### src/rtl/mips_multicycle_core.sv
// rtl/mips_multicycle_core.sv - multi-cycle MIPS-I subset core with req/ack instruction and data ports
//
// Purpose: runs addi/add/sub/and/or/slt/lw/sw/beq/j/syscall through a
// FETCH/DECODE/EXEC/MEM/WB state machine. The register file and the
// retired-instruction counter are internal.
// Ports:
//   clk, rst                       rising-edge clock, asynchronous active-high reset
//   inst_req, inst_addr            registered fetch request and fetch address (PC)
//   inst_ack, inst                 fetch completion and instruction word (same cycle)
//   mem_req, mem_we, mem_addr,     registered data request, store select, word address,
//   mem_wdata                      and store data
//   mem_ack, mem_rdata             data completion and load data (same cycle)
//   halted, fault                  sticky stop flag and stop cause (illegal/misaligned)
//   retired                        completed-instruction count, wraps at 2^CNT_W
module mips_multicycle_core #(
  parameter logic [31:0] RESET_PC = 32'h0000_0000,
  parameter int          NUM_REGS = 32,
  parameter int          CNT_W    = 32
) (
  input  logic             clk,
  input  logic             rst,
  output logic             inst_req,
  output logic [31:0]      inst_addr,
  input  logic             inst_ack,
  input  logic [31:0]      inst,
  output logic             mem_req,
  output logic             mem_we,
  output logic [31:0]      mem_addr,
  output logic [31:0]      mem_wdata,
  input  logic             mem_ack,
  input  logic [31:0]      mem_rdata,
  output logic             halted,
  output logic             fault,
  output logic [CNT_W-1:0] retired
);

  localparam int RW = (NUM_REGS > 1) ? $clog2(NUM_REGS) : 1;

  localparam logic [5:0] OP_RTYPE   = 6'h00;
  localparam logic [5:0] OP_J       = 6'h02;
  localparam logic [5:0] OP_BEQ     = 6'h04;
  localparam logic [5:0] OP_ADDI    = 6'h08;
  localparam logic [5:0] OP_LW      = 6'h23;
  localparam logic [5:0] OP_SW      = 6'h2B;
  localparam logic [5:0] FN_SYSCALL = 6'h0C;
  localparam logic [5:0] FN_ADD     = 6'h20;
  localparam logic [5:0] FN_SUB     = 6'h22;
  localparam logic [5:0] FN_AND     = 6'h24;
  localparam logic [5:0] FN_OR      = 6'h25;
  localparam logic [5:0] FN_SLT     = 6'h2A;

  typedef enum logic [2:0] {
    S_FETCH, S_DECODE, S_EXEC, S_MEM, S_WB, S_HALT
  } state_t;

  state_t state, state_nx;

  logic [31:0] pc, ir, a_reg, b_reg, imm_reg, pc4_reg, target_reg, alu_out, mdr;
  logic [31:0] rf [NUM_REGS];

  // Instruction fields
  logic [5:0]    op, funct;
  logic [RW-1:0] rs_idx, rt_idx, rd_idx, wb_idx;
  logic [31:0]   imm_sx, pc4_dec, rd_a, rd_b, alu_result, jump_target, wb_data;
  logic          is_alu_r, is_syscall, is_legal, is_mem_op, misaligned, inst_done, mem_done;

  assign op     = ir[31:26];
  assign funct  = ir[5:0];
  // Register indices keep only the low bits when the file is smaller than 32
  assign rs_idx = ir[21 +: RW];
  assign rt_idx = ir[16 +: RW];
  assign rd_idx = ir[11 +: RW];

  assign imm_sx  = {{16{ir[15]}}, ir[15:0]};
  assign pc4_dec = pc + 32'd4;
  assign rd_a    = (rs_idx == '0) ? 32'h0 : rf[rs_idx];
  assign rd_b    = (rt_idx == '0) ? 32'h0 : rf[rt_idx];

  assign is_alu_r   = (op == OP_RTYPE) &&
                      (funct == FN_ADD || funct == FN_SUB || funct == FN_AND ||
                       funct == FN_OR  || funct == FN_SLT);
  assign is_syscall = (op == OP_RTYPE) && (funct == FN_SYSCALL);
  assign is_legal   = is_alu_r || is_syscall || op == OP_J || op == OP_BEQ ||
                      op == OP_ADDI || op == OP_LW || op == OP_SW;
  assign is_mem_op  = (op == OP_LW) || (op == OP_SW);
  assign misaligned = (alu_result[1:0] != 2'b00);

  assign jump_target = {pc4_reg[31:28], ir[25:0], 2'b00};
  assign wb_idx      = (op == OP_RTYPE) ? rd_idx : rt_idx;
  assign wb_data     = (op == OP_LW) ? mdr : alu_out;

  // Acks only count while the matching request is actually up
  assign inst_done = inst_req && inst_ack;
  assign mem_done  = mem_req && mem_ack;

  assign inst_addr = pc;

  always_comb begin
    alu_result = 32'h0;
    case (op)
      OP_RTYPE: begin
        case (funct)
          FN_ADD:  alu_result = a_reg + b_reg;
          FN_SUB:  alu_result = a_reg - b_reg;
          FN_AND:  alu_result = a_reg & b_reg;
          FN_OR:   alu_result = a_reg | b_reg;
          FN_SLT:  alu_result = {31'h0, $signed(a_reg) < $signed(b_reg)};
          default: alu_result = 32'h0;
        endcase
      end
      OP_ADDI, OP_LW, OP_SW: alu_result = a_reg + imm_reg;
      default:               alu_result = 32'h0;
    endcase
  end

  // State register
  always_ff @(posedge clk or posedge rst) begin
    if (rst) begin
      state <= S_FETCH;
    end else begin
      state <= state_nx;
    end
  end

  // Next-state logic
  always_comb begin
    state_nx = state;
    case (state)
      S_FETCH:  if (inst_done) state_nx = S_DECODE;
      S_DECODE: begin
        if (!is_legal || is_syscall) state_nx = S_HALT;
        else                         state_nx = S_EXEC;
      end
      S_EXEC: begin
        if (is_mem_op)                         state_nx = misaligned ? S_HALT : S_MEM;
        else if (op == OP_BEQ || op == OP_J)   state_nx = S_FETCH;
        else                                   state_nx = S_WB;
      end
      S_MEM:    if (mem_done) state_nx = (op == OP_SW) ? S_FETCH : S_WB;
      S_WB:     state_nx = S_FETCH;
      S_HALT:   state_nx = S_HALT;
      default:  state_nx = S_HALT;
    endcase
  end

  // Output logic: next PC, retire strobe and fault cause
  logic [31:0] pc_nx;
  logic        retire_en, fault_nx;

  always_comb begin
    pc_nx     = pc;
    retire_en = 1'b0;
    fault_nx  = fault;
    case (state)
      S_DECODE: if (!is_legal) fault_nx = 1'b1;
      S_EXEC: begin
        if (is_mem_op && misaligned) fault_nx = 1'b1;
        if (op == OP_BEQ) begin
          pc_nx     = (a_reg == b_reg) ? target_reg : pc4_reg;
          retire_en = 1'b1;
        end else if (op == OP_J) begin
          pc_nx     = jump_target;
          retire_en = 1'b1;
        end
      end
      S_MEM: begin
        if (mem_done && op == OP_SW) begin
          pc_nx     = pc4_reg;
          retire_en = 1'b1;
        end
      end
      S_WB: begin
        pc_nx     = pc4_reg;
        retire_en = 1'b1;
      end
      default: ;
    endcase
  end

  // Datapath and registered outputs. Requests are derived from the next state
  // so they rise on the edge that enters FETCH/MEM and drop on the edge that
  // consumes the ack.
  always_ff @(posedge clk or posedge rst) begin
    if (rst) begin
      pc         <= RESET_PC;
      ir         <= 32'h0;
      a_reg      <= 32'h0;
      b_reg      <= 32'h0;
      imm_reg    <= 32'h0;
      pc4_reg    <= 32'h0;
      target_reg <= 32'h0;
      alu_out    <= 32'h0;
      mdr        <= 32'h0;
      inst_req   <= 1'b0;
      mem_req    <= 1'b0;
      mem_we     <= 1'b0;
      mem_addr   <= 32'h0;
      mem_wdata  <= 32'h0;
      halted     <= 1'b0;
      fault      <= 1'b0;
      retired    <= '0;
      for (int i = 0; i < NUM_REGS; i++) rf[i] <= 32'h0;
    end else begin
      inst_req <= (state_nx == S_FETCH);
      mem_req  <= (state_nx == S_MEM);
      mem_we   <= (state_nx == S_MEM) && (op == OP_SW);
      halted   <= (state_nx == S_HALT);
      fault    <= fault_nx;
      pc       <= pc_nx;
      if (retire_en) retired <= retired + {{(CNT_W-1){1'b0}}, 1'b1};

      if (state == S_FETCH && inst_done) ir <= inst;

      if (state == S_DECODE) begin
        a_reg      <= rd_a;
        b_reg      <= rd_b;
        imm_reg    <= imm_sx;
        pc4_reg    <= pc4_dec;
        target_reg <= pc4_dec + {imm_sx[29:0], 2'b00};
      end

      if (state == S_EXEC) begin
        alu_out <= alu_result;
        if (state_nx == S_MEM) begin
          mem_addr  <= alu_result;
          mem_wdata <= b_reg;
        end
      end

      if (state == S_MEM && mem_done) mdr <= mem_rdata;

      if (state == S_WB && wb_idx != '0) rf[wb_idx] <= wb_data;
    end
  end

endmodule

### config.mk
export PLATFORM = sky130hd
export DESIGN_NAME = mips_multicycle_core
export DESIGN_NICKNAME = d
export VERILOG_FILES = /design/src/rtl/mips_multicycle_core.sv
export SDC_FILE = /design/constraint.sdc
export NUM_CORES = 2
export LEC_CHECK = 0
export ABC_CLOCK_PERIOD_IN_PS = 58100
export BUFFER_PORTS_ARGS = -buffer_cell sky130_fd_sc_hd__buf_2
export CAP_MARGIN = 20
export CORE_ASPECT_RATIO = 0.9
export CORE_MARGIN = 1
export CORE_UTILIZATION = 60
export DETAILED_ROUTE_END_ITERATION = 10
export PLACE_DENSITY = 0.74
export SLEW_MARGIN = 20
export SYNTH_ARGS = -nofsm -noshare
export SYNTH_HDL_FRONTEND = slang
export SYNTH_SLANG_ARGS = --single-unit
### constraint.sdc
create_clock -name clk -period 58.1 [get_ports clk]
set_clock_uncertainty 0.1 [all_clocks]
set_input_delay 5.81 -clock clk [delete_from_list [all_inputs] [get_ports clk]]
set_output_delay 5.81 -clock clk [all_outputs]
set_load 0.1 [all_outputs]
* Yosys cells after proc, flatten, opt, wreduce, memory -nomap -nowiden
Cells that the tools add are included.
Storage, ports and cells: bits in registers 1400, latch bits 0, RAM bits 0, memory bits (read-only) 0, bits of input ports 68, output and inout bits 133, logic and storage cells 161, memories 0
Cells by class: add/subtract/negate cells 6, multiply operators 0, div/mod/pow operators 0, order comparisons 5, eq/ne operators 22, shift operators 0, multiplexer cells 35, bitwise gates (word level) 5, reduce and logical (&&, ||, !) cells 38
Operators by type and width (number):
- 1024-bit bitwise mux | 1
- 32-bit two-way mux | 12
- 32-bit binary-select mux with 5-bit select | 2
- 32-bit demux with 5-bit select | 1
- 32-bit case mux with 5 select lines | 1
- 32-bit adder | 3
- 32-bit case mux with 3 select lines | 1
- 32-bit case mux with 2 select lines | 1
- 6-bit equality test, second input constant | 7
- 32-bit by 1-bit adder with 32-bit output, second input constant | 1
- 32-bit by 3-bit adder with 32-bit output, second input constant | 1
- 32-bit bitwise AND | 1
- 32-bit equality test | 1
- 32-bit less-than comparator | 1
- 32-bit OR | 1
- 32-bit subtractor | 1
- 3-bit two-way mux | 7
- 6-bit >= comparator, second input constant | 3
- 5-bit NOT with 6-bit output | 3
- 3-bit case mux with 5 select lines | 1
- 1-bit logical OR | 13
- 6-bit by 4-bit equality test with 1-bit output, second input constant | 2
- 1-bit logical AND | 11
- 5-bit logical NOT | 2
- 21 further kinds | 33

* Logic depth before layout (Yosys ltp)
depth after elaboration 18, gate-level depth with buffers 17

* Worst setup path after synthesis
OpenSTA, ideal clock, no wires.
path type input-to-reg, start point input mem_ack, end point register retired[20], library setup time 158 ps, arrival time 7224 ps, path slack 50618 ps, stages 9, path buffers 1, path through nand2_1 nand3_1 o21a_4 and4_4 and2b_2 and4_1 buf_4 nand4_1 xnor2_1
Between the ends: cells in the longest elaborated chain, start to end 4
RTL lines:
- start, declared | RTL line 30 | input logic mem_ack,
- 1-bit logical AND | RTL line 94 | assign mem_done = mem_req && mem_ack;
- 1-bit logical AND | RTL line 167 | if (mem_done && op == OP_SW) begin
- 1-bit two-way mux | RTL line 167
- 1-bit case mux with 3 select lines | RTL line 154 | case (state)
- end signal, assigned | RTL line 210 | if (retire_en) retired <= retired + {{(CNT_W-1){1'b0}}, 1'b1};
- end, declared | RTL line 34 | output logic [CNT_W-1:0] retired
Every way passes these cells. A chain may end at the register's enable or synchronous reset.

==> results.toml <==
[grt]
grt_pass1_wl_um = 354000
grt_max_degree = 173
overflow = 0
grt_use_total = 0.372
grt_pass1_vias = 57400
antenna_found_initial = 7

[worst_hold_path]
hold_class = "flip-flop to flip-flop"

[final_layout]
syn_to_final_growth_pct = 9.22
largest_reg_flops = 1024
final_common_cell = "dfrtp_1"
fin_nets = 7180
regMostFlops = "rf"
drive_gt1_frac = 0.196
stdcell_count = 8681
layout_common_cells = "1389 x dfrtp_1, 885 x nand2_1, 738 x a21oi_1, 720 x nor2_1, 643 x o21ai_0"

[drt]
drc = 0
num_vias = 59200
dr.pass1.iters = 8
ant_nets = 0
wl_um = 233000
wl_per_cell_um = 26.9
viasPerCell = 6.83
dr.first_iter.drc_count = 8160

[sta]
period_share = 0.151
fmax_mhz = 114
max_slew_margin = 0.140
tightest_slew_ns = 1.28
setup_viol = 0
fin_setup_tns_ns = 0
rsz0062_at_grt = "false"
min_period_ns = 8.78
hold_violations = 0
slew_violations = 0

[worst_setup_path]
cp-startpoint = "rst"
reg2reg_depth = 15
r2r_slack_ns = 52.95
worstPathMaxFanout = 158
arrival_ns = 9.52
cp.required_ns = 58.84
setup.worst_path.end = "rf[277]"
worstSetupPathType = "input port to async pin"
crit-reg2reg-launch = "a_reg[0]"
endpoint_kind = "async pin"
reg2reg_to = "mem_addr[28]"
start_kind = "input port"

[die]
die_height_um = 338
core-area_mm2 = 0.123
fp.dieW_um = 375
start_util = 0.608
rows = 122
die-area_mm2 = 0.127
io_pins = 201

[synthesis]
synth_top_area_share = 0.466
ys_dominant_reg_cell = "dfrtp_1"
ys_warn_count = 0
ys_types = 89
synth_area_leader_cell = "dfrtp_1"
synthCells = 7107
synth_area_leaders = "dfrtp_1 47%, mux4_2 16%, a21oi_1 4.9%"
async_flop_share = 1.00
netlist_area_mm2 = 0.0751
avgSynthCellArea_um2 = 10.6
synth_seq_cells = 1398
synth_edf_count = 0
ys_seq_area_frac = 0.466
syn-num-nets = 7337

[clocking]
cts_hold_buf = 0
cts.sinks = 1398
cts_buffer_depth = 3
cts_tree = "yes"
cts_resized = 0
clkTransAtPathRegs_ns = 0.06
htree_levels = 4
clk_latency_ns = 0.80
cts_setup_buffers = 0
root_buffer = "clkbuf_16"
cts_buffers = 145

[run_status]
status = "finished clean"

[job]
maxCapViolations = 0

[power]
vdd_drop_max_mv = 0.0270
p_leak_uw = 0.0354
powerDensity_mw_per_mm2 = 24.1

[placement]
io_buffers = 200
place_congestion = 0.980
hpwl_um = 141000
dp.cells = 8415
how the worst min path moves through the flow:
stage | startpoint | endpoint | slack, ns | cells after the start
after floorplan | alu_out[24] | alu_out[24] | 0.34 | 2
after global placement | rf[1023] | rf[1023] | 0.28 | 0
after detailed placement | rf[1005] | rf[1005] | 0.28 | 0
after CTS | rf[1023] | rf[1023] | 0.30 | 0
after global routing | rf[1005] | rf[1005] | 0.31 | 0
final | rf[1013] | rf[1013] | 0.30 | 0
logic make-up after synthesis:
family                     synth area share
and+or+nand+nor                       0.109
AOI/OAI and AO/OA                     0.141
DFF                                   0.466
muxes                                 0.203
buffers and inverters                0.0404
adders and majority gates            0.0274
xor gates and xnor gates             0.0139
power by group:
part	total [uW]	internal [uW]	leakage [uW]	switching (uW)
Combinational	22.1	2.57	0.0134	19.5
Sequential	974	974	0.0195	0
Clock	983	570	0.00246	414
Total	1980	1550	0.0354	433
routing by layer:
| layer | up-vias | track usage | wire length [um] |
|---|---|---|---|
| met1 | 29700 | 0.514 | 90900 |
| met4 | 4 | 0.149 | 9840 |
| met3 | 677 | 0.112 | 29300 |
| met2 | 3596 | 0.555 | 103000 |
| li1 | 25300 | - | - |
| met5 | - | 0 | 34 |
metrics by stage:
| stage | hold WS, ns | setup WS [ns] | power (uW) | cell area, um2 | utilization |
|---|---|---|---|---|---|
| 6_report | 0.297 | 49.32 | 1980 | 82000 | 0.664 |
| 5_1_grt | 0.308 | 48.79 | 2030 | 82000 | 0.664 |
| 4_1_cts | 0.297 | 48.92 | 1990 | 82000 | 0.664 |
| 3_5_place_dp | 0.282 | 48.07 | 1010 | 77000 | 0.624 |
| 3_3_place_gp | 0.276 | 48.12 | 1010 | 77000 | 0.624 |
| 2_1_floorplan | 0.338 | 12.77 | 1010 | 75100 | - |
critical path: stages:
cell,delay (ns)
buf_2,0.13
inv_8,0.49
buf_4,0.69
buf_4,0.71
buf_12,0.62
buf_6,0.67
final cells by class:
class	count	area (um2)
tap	1612	2020
clock buffer	209	4230
timing repair buffer	334	2080
inverter	121	462
multi-input combinational	4950	37400
clock inverter	54	787
antenna	3	7.51
fill	9149	41400
sequential	1398	35000
cells in the mapped netlist, types with 23 or more instances:
| cell type | count |
|---|---|
| mux2_2 | 154 |
| buf_1 | 49 |
| a221oi_1 | 45 |
| dfrtp_1 | 1398 |
| nand3_1 | 70 |
| nor2b_1 | 47 |
| buf_2 | 100 |
| o21ai_1 | 47 |
| mux4_2 | 528 |
| mux2i_1 | 159 |
| a21oi_1 | 738 |
| a31oi_1 | 23 |
| o211ai_1 | 32 |
| o221ai_1 | 30 |
| a21o_1 | 33 |
| o21ai_0 | 645 |
| nor2_1 | 731 |
| xor2_1 | 42 |
| nand2b_1 | 30 |
| xnor2_1 | 77 |
| ha_1 | 158 |
| a211oi_1 | 26 |
| and3_1 | 24 |
| clkbuf_1 | 479 |
| o22ai_1 | 89 |
| o32ai_1 | 27 |
| nand2_1 | 898 |
| inv_1 | 121 |
| nor3_1 | 43 |
No activity file was read; power rests on OpenSTA's default activity.
